==> src/rtl/ascon_seq_ctrl.sv <==
// Sequencer sharing one serial Ascon core between two requesters: round-robin
// grant, core reset, lane load, start/wait with timeout, tag/data drain.
module ascon_seq_ctrl #(
  parameter int unsigned LOAD_LEN = 128,
  parameter int unsigned OUT_LEN  = 128,
  parameter int unsigned TIMEOUT  = 4095
) (
  input  logic        clk,
  input  logic        rst,
  input  logic [1:0]  req,
  input  logic [1:0]  req_op,
  input  logic [11:0] req_data0,
  input  logic [11:0] req_data1,
  output logic [1:0]  grant,
  output logic        load_shift,
  output logic        core_rst,
  output logic [11:0] core_lanes,
  output logic        core_enc_start,
  output logic        core_dec_start,
  input  logic        core_enc_ready,
  input  logic        core_dec_ready,
  input  logic        core_auth,
  input  logic        core_ct,
  input  logic        core_tag,
  input  logic        core_pt,
  input  logic        core_dtag,
  output logic        out_valid,
  output logic        out_data,
  output logic        out_tag,
  output logic        done,
  output logic        done_id,
  output logic        auth_ok,
  output logic        timeout
);

  localparam int unsigned CNT_MAX = (LOAD_LEN + 1 > OUT_LEN) ? LOAD_LEN + 1 : OUT_LEN;
  localparam int unsigned CW      = $clog2(CNT_MAX + 1);
  localparam int unsigned TW      = $clog2(TIMEOUT + 1);

  typedef enum logic [2:0] {
    S_IDLE, S_CRST, S_LOAD, S_START, S_WAIT, S_DRAIN, S_DONE
  } state_t;

  state_t        state;
  logic          ptr;
  logic          owner;
  logic          op;
  logic          auth_q;
  logic [CW-1:0] cnt;
  logic [TW-1:0] wcnt;

  // Owner selection and op-dependent muxing of core status/outputs
  logic        pick;
  logic        rdy_match;
  logic        sel_data;
  logic        sel_tag;
  logic [11:0] owner_lanes;

  assign pick        = req[ptr] ? ptr : ~ptr;
  assign rdy_match   = op ? core_dec_ready : core_enc_ready;
  assign sel_data    = op ? core_pt : core_ct;
  assign sel_tag     = op ? core_dtag : core_tag;
  assign owner_lanes = owner ? req_data1 : req_data0;

  always_ff @(posedge clk or negedge rst) begin
    if (!rst) begin
      state          <= S_IDLE;
      ptr            <= 1'b0;
      owner          <= 1'b0;
      op             <= 1'b0;
      auth_q         <= 1'b0;
      cnt            <= '0;
      wcnt           <= '0;
      grant          <= 2'b00;
      load_shift     <= 1'b0;
      core_rst       <= 1'b0;
      core_lanes     <= '0;
      core_enc_start <= 1'b0;
      core_dec_start <= 1'b0;
      out_valid      <= 1'b0;
      out_data       <= 1'b0;
      out_tag        <= 1'b0;
      done           <= 1'b0;
      done_id        <= 1'b0;
      auth_ok        <= 1'b0;
      timeout        <= 1'b0;
    end else begin
      // Completion and drain outputs are single-cycle unless re-asserted below
      done      <= 1'b0;
      done_id   <= 1'b0;
      auth_ok   <= 1'b0;
      timeout   <= 1'b0;
      out_valid <= 1'b0;
      out_data  <= 1'b0;
      out_tag   <= 1'b0;

      case (state)
        S_IDLE: begin
          if (|req) begin
            owner    <= pick;
            op       <= req_op[pick];
            grant    <= pick ? 2'b10 : 2'b01;
            core_rst <= 1'b1;
            cnt      <= '0;
            state    <= S_CRST;
          end
        end

        S_CRST: begin
          if (cnt == CW'(1)) begin
            core_rst   <= 1'b0;
            cnt        <= '0;
            load_shift <= 1'b1;
            core_lanes <= owner_lanes;
            state      <= S_LOAD;
          end else begin
            cnt <= cnt + CW'(1);
          end
        end

        // LOAD_LEN shift cycles followed by two flush cycles with zero lanes
        S_LOAD: begin
          if (cnt == CW'(LOAD_LEN + 1)) begin
            cnt            <= '0;
            core_enc_start <= ~op;
            core_dec_start <= op;
            state          <= S_START;
          end else begin
            cnt <= cnt + CW'(1);
            if (cnt < CW'(LOAD_LEN - 1)) begin
              load_shift <= 1'b1;
              core_lanes <= owner_lanes;
            end else begin
              load_shift <= 1'b0;
              core_lanes <= '0;
            end
          end
        end

        S_START: begin
          wcnt  <= '0;
          state <= S_WAIT;
        end

        S_WAIT: begin
          if (rdy_match) begin
            core_enc_start <= 1'b0;
            core_dec_start <= 1'b0;
            cnt            <= '0;
            state          <= S_DRAIN;
          end else if (wcnt == TW'(TIMEOUT - 1)) begin
            core_enc_start <= 1'b0;
            core_dec_start <= 1'b0;
            grant          <= 2'b00;
            done           <= 1'b1;
            done_id        <= owner;
            timeout        <= 1'b1;
            state          <= S_DONE;
          end else begin
            wcnt <= wcnt + TW'(1);
          end
        end

        // Cycle 0 is the core's output-register latency; bits are captured
        // from cycle 1 on and presented one cycle later.
        S_DRAIN: begin
          if (cnt == '0) begin
            auth_q <= op & core_auth;
          end else begin
            out_valid <= 1'b1;
            out_data  <= sel_data;
            out_tag   <= sel_tag;
          end
          if (cnt == CW'(OUT_LEN)) begin
            grant   <= 2'b00;
            done    <= 1'b1;
            done_id <= owner;
            auth_ok <= auth_q;
            state   <= S_DONE;
          end else begin
            cnt <= cnt + CW'(1);
          end
        end

        S_DONE: begin
          ptr   <= ~owner;
          state <= S_IDLE;
        end

        default: state <= S_IDLE;
      endcase
    end
  end

endmodule

==> config.mk <==
export PLATFORM = sky130hd
export DESIGN_NAME = ascon_seq_ctrl
export DESIGN_NICKNAME = d
export VERILOG_FILES = /design/src/rtl/ascon_seq_ctrl.sv
export SDC_FILE = /design/constraint.sdc
export NUM_CORES = 1
export LEC_CHECK = 0
export ABC_AREA = 1
export CORE_MARGIN = 2
export CORE_UTILIZATION = 50
export DETAILED_ROUTE_END_ITERATION = 6
export PLACE_DENSITY = 0.78
export SETUP_SLACK_MARGIN = 0.2
export SLEW_MARGIN = 20
export SYNTH_ARGS = -nofsm -noshare
export SYNTH_HDL_FRONTEND = slang
export SYNTH_SLANG_ARGS = --single-unit
==> constraint.sdc <==
create_clock -name clk -period 1.8 [get_ports clk]
set_input_delay 0.27 -clock clk [delete_from_list [all_inputs] [get_ports clk]]
set_output_delay 0.27 -clock clk [all_outputs]
set_load 0.1 [all_outputs]
==> results.rst, run 1 <==
.. list-table::
   :header-rows: 1

   * - Metric
     - Value
   * - Endpoint class of the critical path
     - flip-flop
   * - Slowest cell on the critical path
     - sky130_fd_sc_hd__dfrtp_2
   * - Async SR Flop Fraction
     - 100%
   * - Sequential share of power
     - 25.5%
   * - HP Class
     - reg -> reg
   * - Count of endpoints failing setup in the final report
     - 0
   * - IR Drop Worst-Case VDD
     - ~1.2 mV
   * - Worst path cell trace
     - inv_2 -> nand2_2 -> nor2_4 -> nand2_2 -> o211ai_4 -> clkinv_4 -> nand2_2 -> nand2_1
   * - Cell with the most instances after synthesis
     - sky130_fd_sc_hd__nand2_1
   * - Num Clock Sinks
     - 52
   * - NetSw
     - ~3.8 mW
   * - Number of failing hold endpoints at the final stage
     - 0
   * - Buffers added on ports
     - between 60 and 70
   * - Width of the die
     - 81.7 um
   * - Unrepaired setup endpoints after global routing
     - true
   * - Power after layout
     - 7.12 mW
   * - Pre-CTS setup slack
     - roughly 13 ps
   * - Ranking of synthesized cells by instance count
     - sky130_fd_sc_hd__nand2_1 (133), sky130_fd_sc_hd__dfrtp_1 (52), sky130_fd_sc_hd__inv_1 (32)
   * - Clock tree root driver cell
     - sky130_fd_sc_hd__clkbuf_8
   * - Post-synthesis instance total
     - 398
   * - Layout cell share with drive strength beyond 1
     - 29.3%
   * - Via count of the first global-routing pass
     - 2603
   * - Largest delay contributor family on the critical path
     - simple AND/OR/NAND/NOR gates
   * - WP buf/inv
     - 2
   * - Setup tns final
     - 0 ps
   * - DRT Pass-1 Iters
     - 6
   * - Die height
     - about 82 um
   * - Post-layout nets
     - 543
   * - Via count
     - 3082
   * - Area of the placeable core
     - 0.00589 mm2
   * - Highest attainable clock frequency
     - ~0.60 GHz
   * - Number of max-slew violations in the final report
     - 0
   * - Prevailing post-synth register cell
     - sky130_fd_sc_hd__dfrtp_1
   * - Area taken by flip-flops and latches
     - 0.00131 mm2
   * - Int Pwr
     - 3.29 mW
   * - Starting utilization of the core area
     - 51.3%
   * - Number of buffers created by CTS
     - 5
   * - Clock power frac
     - 11.3%
   * - Global-route wire length before repair
     - between 10 and 15 mm
   * - Max-slew headroom
     - 54.4%
   * - Number of ports placed on the die boundary
     - 62
   * - Fill cell count
     - 438
   * - H-tree lvl count
     - 2
   * - Combinational cell fraction of total power
     - 63.3%
   * - Kind of critical path
     - reg -> reg
   * - Post-synthesis area per instance
     - 7.58 um2
   * - Post-route cell area
     - 0.00427 mm2
   * - Net count of the mapped netlist
     - 440
   * - Sw frac
     - around 54%
   * - Final period util
     - 93.3%
   * - Final RePlAce weighted congestion
     - around 0.88
   * - Number of enable flip-flop cells after synthesis
     - 0
   * - Share of the synthesized area in the top cell type
     - 43.1%
   * - CP arrival
     - 1880 ps
   * - Cell accounting for the most synthesized area
     - sky130_fd_sc_hd__dfrtp_1
   * - Netlist area before placement
     - 0.00302 mm2
   * - Cell repeated most along the worst path
     - sky130_fd_sc_hd__nand2_2
   * - Status
     - finished, final reports clean
   * - Flop and latch count out of synthesis
     - 52
   * - Maximum fanout encountered on the critical timing path
     - 7
   * - Clock tree from TritonCTS
     - built
   * - Sequential-to-total area share from yosys stat
     - approximately 43%
   * - Cell Area, Placed
     - 0.00370 mm2
   * - Slowest cell delay on critical path
     - between 400 and 500 ps
   * - Antenna Diode Count
     - 0
   * - Placed cells
     - 538
   * - Maximum buffer depth of the clock tree
     - 2
   * - Clock Skew
     - a little under 6 ps
   * - Layout Area Growth over Synthesis
     - 41.6%
   * - Kind of launch point of the worst setup path
     - flip-flop
   * - Die area
     - roughly 0.0067 mm2
   * - CP Data Required Time
     - 2000 ps
   * - GRT Overall Usage
     - 23.5%
   * - Fin crit period
     - 1680 ps
   * - Yosys Warn Count
     - 0
   * - Area occupied by multi-input gates
     - approximately 0.0017 mm2
   * - Worst-case setup margin in the final layout
     - 121 ps
   * - DRT iter0 DRCs
     - between 200 and 250
   * - GRT overflow
     - 0
   * - Per-cell via count in the routed design
     - 5.34
   * - Routed WL
     - about 8.6 mm
   * - Average wire per standard cell
     - 15.0 um
   * - HPWL after DPL
     - 5.47 mm
   * - Number of distinct library cells after synthesis
     - 34
   * - Placement Rows
     - 28
   * - Worst-skew pair later-pin latency
     - between 300 and 400 ps
   * - Total of max-cap violations
     - 0
   * - Final standard cell count with taps included and fillers excluded
     - between 500 and 600
   * - Total power density per cell area
     - ~1700 mW/mm2
   * - CTS clk-pin slew, worst paths
     - 90 ps
   * - Remaining design rule violation count
     - 0
   * - Pin count of the biggest net entering global routing
     - 53
   * - Slew at the pin closest to its max-slew limit
     - about 680 ps
   * - Initial antenna violation count
     - 0
   * - Top area cells in the synthesized netlist
     - sky130_fd_sc_hd__dfrtp_1 (43%), sky130_fd_sc_hd__nand2_1 (17%), sky130_fd_sc_hd__nand3_1 (5.0%)
   * - Leakage power summed over all cells
     - 2.10 nW
   * - Antenna Violating Nets Remaining
     - 0
==> tightest hold or removal path: stages, from the launching register on <==
cell                      delay [ps]
sky130_fd_sc_hd__dfrtp_1         350
sky130_fd_sc_hd__nand2_1          60
sky130_fd_sc_hd__nand2_1          60
==> through the flow <==
| step | util [%] | hold WS [ps] |
|---|---|---|
| after floorplan | - | -25.6 |
| after CTS | 66.2 | 491 |
| final | 72.6 | 495 |
| after global placement | 62.9 | 279 |
| after detailed placement | 62.9 | 284 |
| after global routing | 72.6 | 516 |
==> cell type report <==
cell class | instances | area share [%]
clock inverters | 3 | 0.996
repair inverters | 1 | 0.146
inverters | 41 | 3.95
multi-input cells | 296 | 39.0
repair buffers | 104 | 21.4
clock buffers | 5 | 1.61
well taps | 75 | 2.20
flip-flops and latches | 52 | 30.7
==> power by group through the flow <==
stage               logic, mW  clock network, mW  registers [mW]
global placement         3.68                  0            1.81
finish                   4.51              0.804            1.81
detailed placement       3.73                  0            1.82
global route             4.79              0.880            1.86
floorplan                1.60                  0            3.08
CTS                      3.92              0.815            1.79
==> flip-flops by register name, summed over array words and instances, names as in the netlist, 2 cells and up <==
signal and count:
cnt 8, grant 2, core_lanes 12, wcnt 12, state 3
==> what timing repair did <==
item                                   CTS  global route
endpoints found under the hold margin   52             0
gates resized for setup                 10            73
gates cloned                             0             4
hold buffers                             1             0
pin swaps                                1            13
setup endpoints to repair               28            39
setup buffers                            5            21
==> layout by cell type (no fill, tap or decap), types with 5 or more instances in the layout <==
master,synthesis,layout
sky130_fd_sc_hd__a21oi_1,18,16
sky130_fd_sc_hd__o21ai_1,6,12
sky130_fd_sc_hd__clkdlybuf4s50_1,0,35
sky130_fd_sc_hd__dfrtp_1,52,45
sky130_fd_sc_hd__inv_4,1,5
sky130_fd_sc_hd__nand4_1,6,6
sky130_fd_sc_hd__dfrtp_2,0,7
sky130_fd_sc_hd__nor3_1,6,6
sky130_fd_sc_hd__nand2_2,2,16
sky130_fd_sc_hd__clkbuf_8,0,5
sky130_fd_sc_hd__xor2_1,8,8
sky130_fd_sc_hd__inv_1,32,21
sky130_fd_sc_hd__nor2_1,31,26
sky130_fd_sc_hd__buf_4,2,62
sky130_fd_sc_hd__nand2_1,133,115
sky130_fd_sc_hd__inv_2,8,15
sky130_fd_sc_hd__nand3_1,30,29
sky130_fd_sc_hd__mux2i_1,14,14
sky130_fd_sc_hd__o21ai_0,21,13
==> kinds of logic (layout without fill, tap and decap cells) <==
group | Yosys count | after routing | share of synthesized area (%)
mux | 14 | 14 | 4.65
compound gates | 52 | 52 | 9.42
buf+inv | 50 | 154 | 7.13
fa+ha+maj | 5 | 5 | 2.07
flops | 52 | 52 | 43.1
xor+xnor | 9 | 9 | 2.61
simple gates | 216 | 216 | 31.0
==> final timing paths <==
check / startpoint / end / slack, ps / cells after the start
hold reg to reg: core_lanes[3] / core_lanes[3] / 500 / 2
min in group asynchronous: rst / wcnt[5] / 520 / 3
setup reg to reg: cnt[4] / core_lanes[9] / 120 / 8
hold / removal: core_lanes[3] / core_lanes[3] / 500 / 2
max in group asynchronous: rst / cnt[4] / 1020 / 3
setup / recovery: cnt[4] / core_lanes[9] / 120 / 8
==> routing by layer <==
metal / part of all wire (%) / track usage [%] / routed length, um / vias to the layer above
met4: 2.2 / 8.33 / 190 / 0
met1: 42 / 31.7 / 3590 / 1425
met5: 0 / 0 / 0 / -
li1: - / - / - / 1493
met2: 50 / 37.8 / 4330 / 139
met3: 6.1 / 4.62 / 528 / 25
Note: power is estimated with default switching activity, not from simulation.
==> run 2, diff against run 1 <==
SLEW_MARGIN = 25   (was 20)
clock period = 2.13 ns   (was 1.8 ns; I/O delays follow)
==> run 2 against run 1 <==
Clock power is 2.9% lower. Die area stayed put. Highest routed layer unchanged. Final cell count is 6.9% lower. Via count is 9.1% lower. Largest power group unchanged. Largest cell class unchanged. Critical path depth is 1 higher. Fmax is 3.5% lower.
==> results.rst, run 2 (synthesized netlist as in run 1, its figures left out) <==
.. list-table::
   :header-rows: 1

   * - Metric
     - Value
   * - Layout Area Growth over Synthesis
     - 25.0%
   * - Buffers added on ports
     - 61
   * - Max-slew headroom
     - 53.5%
   * - Leakage power summed over all cells
     - 1.86 nW
   * - Count of endpoints failing setup in the final report
     - 0
   * - DRT iter0 DRCs
     - about 150
   * - GRT Overall Usage
     - 22.7%
   * - Pre-CTS setup slack
     - 198 ps
   * - Remaining design rule violation count
     - 0
   * - Power after layout
     - 5.43 mW
   * - Regs by FF count
     - core_lanes: 12 flops, wcnt: 12 flops, cnt: 8 flops
   * - Global-route wire length before repair
     - 11.7 mm
   * - CTS clk-pin slew, worst paths
     - approximately 90 ps
   * - Width of the die
     - 81.7 um
   * - Highest attainable clock frequency
     - 0.575 GHz
   * - Total power density per cell area
     - 1440 mW/mm2
   * - Number of max-slew violations in the final report
     - 0
   * - Final RePlAce weighted congestion
     - 0.875
   * - Area of the placeable core
     - just under 0.006 mm2
   * - Post-CTS setup repair buffer count
     - 0
   * - CP arrival
     - about 1900 ps
   * - Final period util
     - 81.7%
   * - Routed WL
     - 7.26 mm
   * - IR Drop Worst-Case VDD
     - 1.09 mV
   * - Antenna Diode Count
     - 0
   * - H-tree lvl count
     - 2
   * - GRT overflow
     - 0
   * - Average wire per standard cell
     - 13.5 um
   * - Num Clock Sinks
     - 52
   * - HPWL after DPL
     - 5.45 mm
   * - Via count
     - 2800
   * - Die height
     - ~82 um
   * - Kind of critical path
     - reg -> reg
   * - Total of max-cap violations
     - 0
   * - Die area
     - between 0.006 and 0.007 mm2
   * - Layout cell share with drive strength beyond 1
     - 12.6%
   * - Clock tree root driver cell
     - sky130_fd_sc_hd__clkbuf_8
   * - R2R depth
     - 9
   * - Starting utilization of the core area
     - 51.3%
   * - Per-cell via count in the routed design
     - 5.21
   * - Final standard cell count with taps included and fillers excluded
     - 537
   * - Kind of launch point of the worst setup path
     - flip-flop
   * - Clock Skew
     - 12.5 ps
   * - Slew at the pin closest to its max-slew limit
     - 697 ps
   * - Most common cell after layout, fill and taps aside
     - sky130_fd_sc_hd__nand2_1
   * - Maximum fanout encountered on the critical timing path
     - 13
   * - Fin crit period
     - 1740 ps
   * - Placement Rows
     - 28
   * - Most frequent cells in the layout
     - sky130_fd_sc_hd__nand2_1 (133), sky130_fd_sc_hd__dfrtp_1 (52), sky130_fd_sc_hd__clkdlybuf4s50_1 (35)
   * - Placed cells
     - 530
   * - Worst-case setup margin in the final layout
     - between 300 and 400 ps
   * - Number of buffers created by CTS
     - 5
   * - Clock tree from TritonCTS
     - built
   * - HP Class
     - in -> async
   * - Maximum buffer depth of the clock tree
     - 2
   * - Unrepaired setup endpoints after global routing
     - false
   * - Number of gates given a new drive strength after cts
     - 0
   * - Number of failing hold endpoints at the final stage
     - 0
   * - Fill cell count
     - 513
   * - Number of ports placed on the die boundary
     - 62
   * - Initial antenna violation count
     - 0
   * - DRT Pass-1 Iters
     - 5
   * - Setup tns final
     - 0 ps
   * - Pin count of the biggest net entering global routing
     - 53
   * - Worst hold slack after final layout
     - 115 ps
   * - Antenna Violating Nets Remaining
     - 0
   * - Via count of the first global-routing pass
     - between 2000 and 3000
   * - Post-layout nets
     - 504
   * - Post-cts hold buffer count
     - 0
   * - Endpoint class of the critical path
     - flip-flop
   * - CP Data Required Time
     - between 2000 and 2500 ps
   * - Status
     - finished, final reports clean
   * - Worst-skew pair later-pin latency
     - approximately 310 ps
run 2: cell count changes in the layout (fill, tap and decap cells not counted), sizes merged:
cell         previous run  this run
bufinv                  1         2
dlygate4sd3             1         0
clkbuf                  6         5
buf                    67        31
clkinv                  2         0
clkinvlp                1         0
run 2: critical path, cell delays in order (launching register included):
cell and delay (ps):
sky130_fd_sc_hd__dfrtp_1 500, sky130_fd_sc_hd__inv_4 130, sky130_fd_sc_hd__nand2_1 140, sky130_fd_sc_hd__nor2_4 210, sky130_fd_sc_hd__inv_2 100, sky130_fd_sc_hd__nand2_1 90
sky130_fd_sc_hd__o211ai_2 110, sky130_fd_sc_hd__buf_4 210, sky130_fd_sc_hd__nand2_1 70, sky130_fd_sc_hd__nand2_1 70
run 2: layer usage:
layer / track usage, % / routed length, um
met5: 0 / 0
met1: 31.1 / 3230
met2: 37.0 / 3560
met3: 4.29 / 388
met4: 5.67 / 82
run 2: worst paths after layout:
path	endpoint	slack, ps	startpoint
max	core_lanes[1]	390	state[1]
min	wcnt[4]	120	rst
max reg2reg	core_lanes[1]	390	state[1]
min reg2reg	core_lanes[10]	480	core_lanes[10]
max in group asynchronous	cnt[3]	1570	rst
min in group clk	core_lanes[10]	480	core_lanes[10]
run 2: power breakdown:
| part | internal, mW | switching (mW) |
|---|---|---|
| combinational | 0.782 | 2.32 |
| sequential | 1.26 | 0.287 |
| clock | 0.463 | 0.319 |
run 2: layout make-up:
class	instances	area [um2]	area share, %
repair buffers	66	581	15.4
well taps	75	93.8	2.49
clock inverters	2	60.1	1.59
clock buffers	5	68.8	1.82
flip-flops and latches	52	1300	34.5
inverters	41	156	4.15
multi-input cells	296	1510	40.0
run 2: metrics by stage:
stage / instance area (um2) / utilization, %
6_report: 3770 / 64.1
5_1_grt: 3770 / 64.1
4_1_cts: 3760 / 63.9
3_5_place_dp: 3630 / 61.7
3_3_place_gp: 3630 / 61.7
2_1_floorplan: 3020 / -
==> run 3, diff against run 2 <==
CORE_UTILIZATION = 47   (was 50)
PLACE_DENSITY = 0.77   (was 0.78)
clock period = 1.5 ns   (was 2.13 ns; I/O delays follow)
==> run 3 against run 2 <==
The run now ends with negative setup slack left. Sequential share of layout area is 10 points lower. Combinational power increased by 150%. Core utilization rose by 22 points. Clock skew increased by 0.67 ps. Setup slack lost 630 ps. Clock power is 42% higher. Register-to-register slack worse by 630 ps. Sequential power up 47%. Total power rose by 100%. Via count grew 39%. Die area increased by 6.1%.
==> results.rst, run 3 (synthesized netlist as in run 1, its figures left out) <==
.. list-table::
   :header-rows: 1

   * - Metric
     - Value
   * - Status
     - finished, violations left
   * - Failing checks
     - negative setup slack
   * - HP Class
     - in -> async
   * - Total power density per cell area
     - 2060 mW/mm2
   * - Final RePlAce weighted congestion
     - 0.978
   * - Regs by FF count
     - core_lanes: 12 flops, wcnt: 12 flops, cnt: 8 flops
   * - Antenna Diode Count
     - 0
   * - NetSw
     - 5.78 mW
   * - CP arrival
     - roughly 2000 ps
   * - Area occupied by multi-input gates
     - 0.00206 mm2
   * - Maximum buffer depth of the clock tree
     - 2
   * - Worst-skew pair later-pin latency
     - 330 ps
   * - CTS clk-pin slew, worst paths
     - 110 ps
   * - Max-slew headroom
     - 74.4%
   * - HPWL after DPL
     - 6.23 mm
   * - Most common cell after layout, fill and taps aside
     - sky130_fd_sc_hd__nand2_1
   * - Post-layout nets
     - 580
   * - Global-route wire length before repair
     - between 15 and 20 mm
   * - Sequential share of power
     - 20.5%
   * - Endpoint class of the critical path
     - flip-flop
   * - Average wire per standard cell
     - 22.7 um
   * - Number of ports placed on the die boundary
     - 62
   * - Number of failing hold endpoints at the final stage
     - 0
   * - Layout Area Growth over Synthesis
     - 78.2%
   * - Clock power frac
     - 10.0%
   * - Fin crit period
     - 1740 ps
   * - GRT Overall Usage
     - 30.8%
   * - Die area
     - 0.00708 mm2
   * - Clock Skew
     - 13.1 ps
   * - Total of max-cap violations
     - 0
   * - Initial antenna violation count
     - 0
   * - Die height
     - approximately 84 um
   * - Via count
     - 3895
   * - Count of endpoints failing setup in the final report
     - 43
   * - Remaining design rule violation count
     - 0
   * - Sw frac
     - 52.2%
   * - DRT iter0 DRCs
     - 450
   * - Placement Rows
     - 29
   * - Final period util
     - 116%
   * - Area taken by flip-flops and latches
     - 0.00131 mm2
   * - Most frequent cells in the layout
     - sky130_fd_sc_hd__nand2_1 (102), sky130_fd_sc_hd__buf_4 (50), sky130_fd_sc_hd__dfrtp_1 (43)
   * - Kind of launch point of the worst setup path
     - flip-flop
   * - Buffers added on ports
     - 61
   * - Clock tree root driver cell
     - sky130_fd_sc_hd__clkbuf_8
   * - Origin of the critical flop-to-flop path
     - cnt[5]
   * - Per-cell via count in the routed design
     - 6.32
   * - DRT Pass-1 Iters
     - 5
   * - Clock tree from TritonCTS
     - built
   * - Unrepaired setup endpoints after global routing
     - true
   * - Num Clock Sinks
     - 52
   * - Routed WL
     - 14.0 mm
   * - Pin count of the biggest net entering global routing
     - 53
   * - Width of the die
     - ~84 um
   * - Slew at the pin closest to its max-slew limit
     - about 380 ps
   * - Final standard cell count with taps included and fillers excluded
     - 616
   * - Worst setup path startpoint
     - cnt[5]
   * - Number of buffers created by CTS
     - 5
   * - Leakage power summed over all cells
     - 2.52 nW
   * - Combinational cell fraction of total power
     - 69.4%
   * - Maximum fanout encountered on the critical timing path
     - 3
   * - Highest attainable clock frequency
     - 0.574 GHz
   * - CP Data Required Time
     - 1760 ps
   * - Antenna Violating Nets Remaining
     - 0
   * - Kind of critical path
     - reg -> reg
   * - Fill cell count
     - ~270
   * - Power after layout
     - 11.1 mW
   * - Starting utilization of the core area
     - 48.1%
   * - Number of max-slew violations in the final report
     - 0
   * - Layout cell share with drive strength beyond 1
     - between 40% and 50%
   * - IR Drop Worst-Case VDD
     - roughly 2.2 mV
   * - GRT overflow
     - 0
   * - H-tree lvl count
     - 2
   * - Area of the placeable core
     - 0.00628 mm2
   * - Int Pwr
     - between 5 and 6 mW
   * - Worst-case setup margin in the final layout
     - -242 ps
   * - Placed cells
     - 570
   * - Via count of the first global-routing pass
     - 3549
run 3: changes by cell type in the layout (fill, tap and decap cells not counted), sizes merged:
cell	delta
buf	+75
inv	-3
clkbuf	+2
clkinv	+2
bufinv	-1
clkinvlp	+1
dlygate4sd3	+1
run 3: path summary, 6_finish.rpt:
path | end | slack (ps) | cells past startpoint
worst max-delay path | state[1] | -240 | 8
max in group asynchronous | state[0] | 830 | 3
worst min-delay path | wcnt[7] | 410 | 3
min in group clk | core_lanes[10] | 550 | 2
worst min register to register | core_lanes[10] | 550 | 2
worst max register to register | state[1] | -240 | 8
run 3: timing repair:
item,4_1_cts,5_1_grt
gates resized for setup,120,70
setup endpoints to repair,50,51
pin swaps,25,24
setup buffers,22,13
gates cloned,2,0
endpoints found under the hold margin,52,0
hold buffers,1,0
run 3: final cells by class:
cell class	count	area share, %
Multi-Input combinational cell	296	38.3
Clock buffer	7	1.79
Tap cell	77	1.79
Clock inverter	1	0.559
Timing Repair Buffer	142	29.7
Sequential cell	52	24.4
Inverter	41	3.44
run 3: per-stage QoR:
step                      setup slack, ps  setup TNS [ps]  util [%]  hold WS (ps)  instance area, um2
after floorplan                      19.3               0         -         -70.6                3050
after global placement              -49.6            -438      68.1           238                4270
after detailed placement             -111           -1690      68.1           239                4270
after CTS                           -16.3           -31.4      79.3           445                4980
after global routing                 -287           -6700      85.6           471                5380
final                                -242           -4790      85.6           406                5380
run 3: routing by layer:
| layer | up-vias | track usage [%] | wire length, um |
|---|---|---|---|
| met3 | 107 | 6.13 | 1200 |
| li1 | 1568 | - | - |
| met1 | 1879 | 37.1 | 5150 |
| met5 | - | 0 | 0 |
| met2 | 341 | 52.0 | 6640 |
| met4 | 0 | 16.0 | 973 |
run 3: power by group through the flow:
stage	logic, mW	clock network (mW)	registers (mW)
after floorplan	2.01	0	3.69
after global placement	5.48	0	2.19
after detailed placement	5.58	0	2.20
after CTS	6.52	1.07	2.20
after global routing	7.93	1.16	2.29
final	7.69	1.11	2.28
run 3: critical path, cell delays in order, from the launching register on:
cell and delay [ps]:
sky130_fd_sc_hd__dfrtp_1 440, sky130_fd_sc_hd__nor2_1 200, sky130_fd_sc_hd__nand3_2 200, sky130_fd_sc_hd__o21ai_2 290, sky130_fd_sc_hd__buf_4 180, sky130_fd_sc_hd__nand2_1 60
sky130_fd_sc_hd__nor2_1 100, sky130_fd_sc_hd__nand3_1 120, sky130_fd_sc_hd__nand2_1 100
